File: config.mk
export PLATFORM = sky130hd
export DESIGN_NAME = fetch_stage
export DESIGN_NICKNAME = d
export VERILOG_FILES = /design/src/rtl/fetch_stage_pkg.sv /design/src/rtl/fetch_stage_if_id_reg.sv /design/src/rtl/fetch_stage.sv
export SDC_FILE = /design/constraint.sdc
export NUM_CORES = 1
export LEC_CHECK = 0
export ABC_CLOCK_PERIOD_IN_PS = 2500
export CAP_MARGIN = 20
export CORE_MARGIN = 2
export CORE_UTILIZATION = 45
export CTS_CLUSTER_DIAMETER = 200
export DETAILED_ROUTE_END_ITERATION = 16
export GPL_TIMING_DRIVEN = 1
export HOLD_SLACK_MARGIN = 0.08
export PLACE_DENSITY = 0.88
export SLEW_MARGIN = 30
export SYNTH_ARGS = -nofsm -noshare
export SYNTH_HDL_FRONTEND = slang
export SYNTH_SLANG_ARGS = --single-unit
File: constraint.sdc
create_clock -name clk -period 2.5 [get_ports clk]
set_input_delay 0.375 -clock clk [delete_from_list [all_inputs] [get_ports clk]]
set_output_delay 0.375 -clock clk [all_outputs]
set_load 0.02 [all_outputs]
File: src/rtl/fetch_stage_pkg.sv
// Shared definitions for the fetch stage and the IF/ID pipeline register.
package fetch_stage_pkg;

    localparam int unsigned INSTR_W = 32;
    localparam logic [INSTR_W-1:0] NOP_INSTR_DEF = 32'h0000_0000;

    typedef enum logic {
        ST_RUN   = 1'b0,
        ST_FAULT = 1'b1
    } fetch_state_e;

    function automatic logic is_word_aligned(input logic [1:0] addr_lsb);
        return addr_lsb == 2'b00;
    endfunction

endpackage

File: src/rtl/fetch_stage_if_id_reg.sv
// IF/ID pipeline register: flush beats load, otherwise holds.
module if_id_reg
    import fetch_stage_pkg::*;
#(
    parameter int unsigned       ADDR_WIDTH = 32,
    parameter logic [INSTR_W-1:0] NOP_INSTR = NOP_INSTR_DEF
) (
    input  logic                  clk,
    input  logic                  rst_n,
    input  logic                  load_i,
    input  logic                  flush_i,
    input  logic [INSTR_W-1:0]    instr_i,
    input  logic [ADDR_WIDTH-1:0] pc_plus4_i,
    output logic [INSTR_W-1:0]    instr_o,
    output logic [ADDR_WIDTH-1:0] pc_plus4_o,
    output logic                  valid_o
);

    logic [INSTR_W-1:0]    instr_q;
    logic [ADDR_WIDTH-1:0] pc_plus4_q;
    logic                  valid_q;

    always_ff @(posedge clk or negedge rst_n) begin
        if (!rst_n) begin
            instr_q    <= NOP_INSTR;
            pc_plus4_q <= '0;
            valid_q    <= 1'b0;
        end else if (flush_i) begin
            instr_q    <= NOP_INSTR;
            pc_plus4_q <= '0;
            valid_q    <= 1'b0;
        end else if (load_i) begin
            instr_q    <= instr_i;
            pc_plus4_q <= pc_plus4_i;
            valid_q    <= 1'b1;
        end
    end

    assign instr_o    = instr_q;
    assign pc_plus4_o = pc_plus4_q;
    assign valid_o    = valid_q;

endmodule

File: src/rtl/fetch_stage.sv
// Instruction fetch: PC register, next-PC selection, redirect/flush and
// sticky misaligned-redirect fault, feeding the IF/ID register.
module fetch_stage
    import fetch_stage_pkg::*;
#(
    parameter int unsigned         ADDR_WIDTH = 32,
    parameter logic [ADDR_WIDTH-1:0] RESET_PC = '0,
    parameter logic [INSTR_W-1:0]  NOP_INSTR  = NOP_INSTR_DEF
) (
    input  logic                  clk,
    input  logic                  rst_n,
    input  logic                  stall,
    input  logic                  branch_taken,
    input  logic [ADDR_WIDTH-1:0] branch_target,
    output logic [ADDR_WIDTH-1:0] inst_addr,
    input  logic [INSTR_W-1:0]    inst_data,
    output logic [INSTR_W-1:0]    if_id_instr,
    output logic [ADDR_WIDTH-1:0] if_id_pc_plus4,
    output logic                  if_id_valid,
    output logic                  fetch_fault
);

    fetch_state_e          state_q, state_d;
    logic [ADDR_WIDTH-1:0] pc_q, pc_d;
    logic [ADDR_WIDTH-1:0] pc_plus4;
    logic                  load;
    logic                  flush;

    // Wraps modulo 2^ADDR_WIDTH by construction.
    assign pc_plus4 = pc_q + ADDR_WIDTH'(4);

    always_ff @(posedge clk or negedge rst_n) begin
        if (!rst_n) begin
            state_q <= ST_RUN;
            pc_q    <= RESET_PC;
        end else begin
            state_q <= state_d;
            pc_q    <= pc_d;
        end
    end

    // Redirect beats stall; a misaligned redirect parks the stage in FAULT.
    always_comb begin
        state_d = state_q;
        pc_d    = pc_q;
        load    = 1'b0;
        flush   = 1'b0;
        unique case (state_q)
            ST_RUN: begin
                if (branch_taken) begin
                    flush = 1'b1;
                    if (is_word_aligned(branch_target[1:0])) begin
                        pc_d = branch_target;
                    end else begin
                        state_d = ST_FAULT;
                    end
                end else if (!stall) begin
                    pc_d = pc_plus4;
                    load = 1'b1;
                end
            end
            ST_FAULT: begin
                flush = 1'b1;
            end
            default: begin
                state_d = ST_FAULT;
                flush   = 1'b1;
            end
        endcase
    end

    if_id_reg #(
        .ADDR_WIDTH (ADDR_WIDTH),
        .NOP_INSTR  (NOP_INSTR)
    ) u_if_id_reg (
        .clk        (clk),
        .rst_n      (rst_n),
        .load_i     (load),
        .flush_i    (flush),
        .instr_i    (inst_data),
        .pc_plus4_i (pc_plus4),
        .instr_o    (if_id_instr),
        .pc_plus4_o (if_id_pc_plus4),
        .valid_o    (if_id_valid)
    );

    assign inst_addr   = pc_q;
    assign fetch_fault = (state_q == ST_FAULT);

endmodule
== Word level (Yosys, flattened, before mapping) ==
Index checks and enable logic that the tools add are counted.

* $add $sub $neg: 1
* $mul: 0
* Div/mod/pow operators: 0
* $lt $le $gt $ge: 0
* Equality and inequality tests: 2
* Shift-type cells: 0
* Muxes and demuxes: 17
* Bitwise operators: 1
* Reduce and logical (&&, ||, !) cells: 3

{| class="wikitable"
|+ Operators with widths
! operator !! number
|-
| 32-bit 2-to-1 mux || 7
|-
| 32-bit by 3-bit adder with 32-bit output (second input constant) || 1
|-
| 1-bit 2-to-1 mux || 9
|-
| 2-bit by 1-bit != test with 1-bit output (second input constant) || 2
|-
| 3-bit AND reduction || 1
|-
| 2-bit zero test || 1
|-
| 1-bit one-hot mux with 2 select lines || 1
|-
| 2-bit nonzero test || 1
|-
| 1-bit NOT || 1
|}

* Register bits after elaboration: 98
* Bits in latches: 0
* RAM bits: 0
* ROM bits: 0
* Input bits: 68
* Memories kept: 0

== Depth between registers and ports, before layout ==
* Depth in word-level cells: 5
* Mapped depth: 7
* Gate-level depth less buffers: 6

== By module ==
Synthesis repeated with hierarchy kept, for this count alone.

* Cells, all modules: 527
* Area, all modules: 5,332.6 µm²

{| class="wikitable"
|+ By module, submodules not included
! module !! instances !! cells an instance !! area an instance (µm²) !! sequential area each (µm²)
|-
| fetch_stage || 1 || 318 || 2,695.1 || 825.8
|-
| if_id_reg || 1 || 209 || 2,637.5 || 1,626.6
|}

== Worst setup path before layout ==
Ideal clock, no wire load.

* Kind: reg2reg
* From: reg pc_q[2] (netlist: inst_addr[2])
* To: reg pc_q[14] (netlist: inst_addr[14])
* Setup time: 0.121 ns
* Arrival time: 1.837 ns
* Setup slack: 0.542 ns
* Cell stages (with the launch flop): 7
* Path buffers: 0
* Clock period less this slack: 1.958 ns
* Cells stage by stage: dfrtp_1 > ha_1 > nand3_1 > or3b_1 > nor2_1 > a31oi_1 > o22a_1

* Word-level cells in the longest chain between the ends: 3

{| class="wikitable"
|+ Ends and longest elaborated chain
! element !! RTL line !! source
|-
| start: declaration || fetch_stage.sv:24 || <nowiki>logic [ADDR_WIDTH-1:0] pc_q, pc_d;</nowiki>
|-
| start signal: assignment || fetch_stage.sv:38 || <nowiki>pc_q <= pc_d;</nowiki>
|-
| 32-bit by 3-bit adder with 32-bit output || fetch_stage.sv:30 || <nowiki>assign pc_plus4 = pc_q + ADDR_WIDTH'(4);</nowiki>
|-
| 32-bit 2-to-1 mux || fetch_stage.sv:57 || <nowiki>end else if (!stall) begin</nowiki>
|-
| 32-bit 2-to-1 mux || fetch_stage.sv:50 || <nowiki>if (branch_taken) begin</nowiki>
|}

No other way between the ends. The select of a mux whose other input is x is not followed.
A chain may end at the register's enable or synchronous reset.

== Worst setup path after layout ==
* From: reg pc_q[2] (netlist: inst_addr[2])
* To: reg pc_q[16] (netlist: inst_addr[16])

Same word-level chain as after synthesis.

==> results.sh <==
export IMPL_insertion_delay_ns=0.36
export IMPL_stdcell_area_sq_um=6670
export IMPL_regToRegEndpoint="inst_addr[16]"
export IMPL_ys_flop_type="dfrtp_1"
export IMPL_syn_cell_area_sq_um=4650
export IMPL_tns_ns=0
export IMPL_root_buffer="clkbuf_8"
export IMPL_grt_pass1_vias=4222
export IMPL_r2r_setup_slack_ns=0.39
export IMPL_cp_max_fo=9
export IMPL_power_density_nw_per_um2=527
export IMPL_cpMaxStageDelayCell="dfrtp_1"
export IMPL_placedInstanceArea_sq_um=6440
export IMPL_cp_end_kind="flip-flop"
export IMPL_cts_resized_gates=0
export IMPL_place_congestion=0.873
export IMPL_setup_ws_ns=0.394
export IMPL_syn_inst=453
export IMPL_ys_seq_elements=98
export IMPL_wl_um=13600
export IMPL_relSlewSlack_pct=56.7
export IMPL_cts_sinks=98
export IMPL_vias=4271
export IMPL_cp_startpoint="inst_addr[2]"
export IMPL_synth_cell_types=52
export IMPL_grtUsageTotal_pct=24.6
export IMPL_grt_overflow_total=0
export IMPL_crit_type="reg2reg"
export IMPL_finalHoldViolCount=0
export IMPL_finalCritPeriodShare_pct=84.2
export IMPL_grt_pass1_wl_um=21800
export IMPL_port_buffers=165
export IMPL_cpPeakStageDelay_ns=0.46
export IMPL_clockBufferDepth=2
export IMPL_r2r_cells=6
export IMPL_synth_edff_count=0
export IMPL_post_route_drc_count=0
export IMPL_die_x_um=106
export IMPL_period_needed_ns=2.11
export IMPL_fillers=807
export IMPL_whs_ns=0.484
export IMPL_rsz0062_at_grt="false"
export IMPL_place_worst_setup_slack_ns=0.357
export IMPL_syn_nets=522
export IMPL_area_growth_pct=43.5
export IMPL_rows=37
export IMPL_antenna_cells=0
export IMPL_seq_area_sq_um=2450
export IMPL_worstPathArrival_ns=2.34
export IMPL_cp_data_required_time_ns=2.74
export IMPL_outcome="complete, no violations"
export IMPL_maxSlewViolCount=0
export IMPL_core_area_sq_um=10200
export IMPL_clk_pin_slew_ns=0.09
export IMPL_setup_viol=0
export IMPL_reg2reg_from="inst_addr[2]"
export IMPL_drive_above_1_share_pct=7.50
export IMPL_path_cells="ha_1, nand3_1, nor2_2, buf_4, nand3_1, o311ai_0"
export IMPL_grt_start_max_net_pins=52
export IMPL_worstSetupEndpoint="inst_addr[16]"
export IMPL_postCtsSetupBuffers=0
export IMPL_seq_area_frac_synth_pct=52.8
export IMPL_ioPinCount=166
export IMPL_start_util_pct=45.6
export IMPL_numCtsBuffers=9
export IMPL_die_area_sq_um=11200
export IMPL_async_reset_ff_share_pct=100
export IMPL_post_dp_hpwl_um=9620
export IMPL_critPathMostFrequentCell="nand3_1"
export IMPL_leakagePower_nw=2.76
export IMPL_syn_avg_cell_area_sq_um=10.3
export IMPL_cts_max_level=3
export IMPL_nets=677
export IMPL_first_pass_iters=5
export IMPL_tightest_slew_ns=0.649
export IMPL_max_cap_violations=0
export IMPL_multiInputGateArea_sq_um=2030
export IMPL_ys_warn_count=0
export IMPL_skew_ns=0.0219
export IMPL_drt_iter0_markers=293
export IMPL_viasPerCell=5.70
export IMPL_min_path_type="reg2reg"
export IMPL_die_h_um=106
export IMPL_ant_nets=0
export IMPL_peakVddDrop_mv=0.368
export IMPL_wl_per_cell_um=18.2
export IMPL_cts_tree="done"
export IMPL_fmax_mhz=475
export IMPL_antenna_found_initial=0
export IMPL_cp_start_kind="flip-flop"
==> cell type report <==
class,instances,share of cell area (%)
sequential,98,36.8
multi-input combinational,314,30.5
timing repair buffer,180,26.6
tap,136,2.55
clock buffer,11,1.97
clock inverter,5,1.31
inverter,5,0.282
==> state kept, by name, indices dropped and copies added, names as in the netlist <==
register,cells
inst_addr,32
fetch_fault,1
u_if_id_reg.pc_plus4_o,32
u_if_id_reg.valid_o,1
u_if_id_reg.instr_o,32
==> worst max-delay path: cells and delay by family, from the launching register on <==
kind                       cells  cell delay [ns]
DFF                            1             0.46
adders and majority gates      1             0.28
AOI/OAI and AO/OA              1             0.30
and+or+nand+nor                3             0.74
buffers and inverters          1             0.22
==> power breakdown <==
part / switching [mW] / internal [mW] / leakage (nW)
registers: 0.140 / 1.65 / 1.30
clock network: 0.562 / 0.574 / 0.106
logic: 0.281 / 0.308 / 1.36
total: 0.983 / 2.53 / 2.76
==> cells in the final DEF, fill, tap and decap left out, types with 3 or more instances in the layout <==
cell type / n
nor3_1: 7
a21oi_1: 17
nand2_1: 48
o2bb2ai_1: 4
inv_1: 4
nor2_1: 13
a41oi_1: 3
o21ai_1: 3
dfrtp_1: 98
a22o_1: 36
o22ai_1: 6
and3_1: 13
buf_4: 14
xnor2_1: 11
nor4_1: 3
a22oi_1: 6
and2_1: 5
xor2_1: 16
o21ai_0: 46
clkdlybuf4s50_1: 163
or3_1: 8
nand3_1: 26
nand4_1: 6
a2bb2oi_1: 4
clkbuf_8: 9
==> per-layer routing <==
metal  share of wire, %  wire [um]  up-vias  track usage, %
met5                  0          0        -               0
met1                 41       5620     2071            33.9
met4                3.2        441        0            11.7
met2                 48       6590      208            38.3
li1                   -          -     1960               -
met3                7.0        953       32            3.77
==> how the worst min path moves through the flow <==
| stage | start | end | depth (start not counted) |
|---|---|---|---|
| 3_3_place_gp | rst_n | u_if_id_reg.pc_plus4_o[27] | 1 |
| 6_report | u_if_id_reg.pc_plus4_o[11] | u_if_id_reg.pc_plus4_o[11] | 2 |
| 5_1_grt | branch_taken | fetch_fault | 3 |
| 3_5_place_dp | rst_n | u_if_id_reg.pc_plus4_o[25] | 1 |
| 4_1_cts | branch_taken | fetch_fault | 3 |
| 2_1_floorplan | rst_n | fetch_fault | 0 |
==> through the flow <==
| stage | total power, mW | utilization (%) | instances |
|---|---|---|---|
| finish | 3.51 | 65.5 | 749 |
| global route | 3.66 | 65.5 | 749 |
| CTS | 3.53 | 65.5 | 749 |
| detailed placement | 2.40 | 63.2 | 732 |
| global placement | 2.38 | 63.2 | 732 |
| floorplan | 2.06 | - | 453 |
==> cells in the mapped netlist, drive strengths merged, types with 6 or more instances <==
cell type,instances,area [sq um]
nor2,15,61.3
buf,10,52.6
nand2,48,180
nor3,8,40.0
xor2,16,140
and3,14,88.8
or3,8,50.1
xnor2,11,96.3
dfrtp,98,2450
a21oi,17,85.1
a22o,36,315
nand3,27,140
o22ai,6,37.5
nand4,9,92.6
o21ai,49,245
a22oi,6,45.0
clkbuf,26,98.8
==> cells by family after synthesis <==
family / share of synthesized area (%)
xor+xnor: 5.09
buf+inv: 3.66
fa+ha+maj: 0.269
simple gates: 17.3
compound gates: 20.7
mux: 0.215
flops: 52.8
==> what timing repair did <==
item	CTS	global route
endpoints found under the hold margin	47	0
endpoints found under the setup margin	0	0
hold buffers	1	0
No activity file was read; power rests on OpenSTA's default activity.
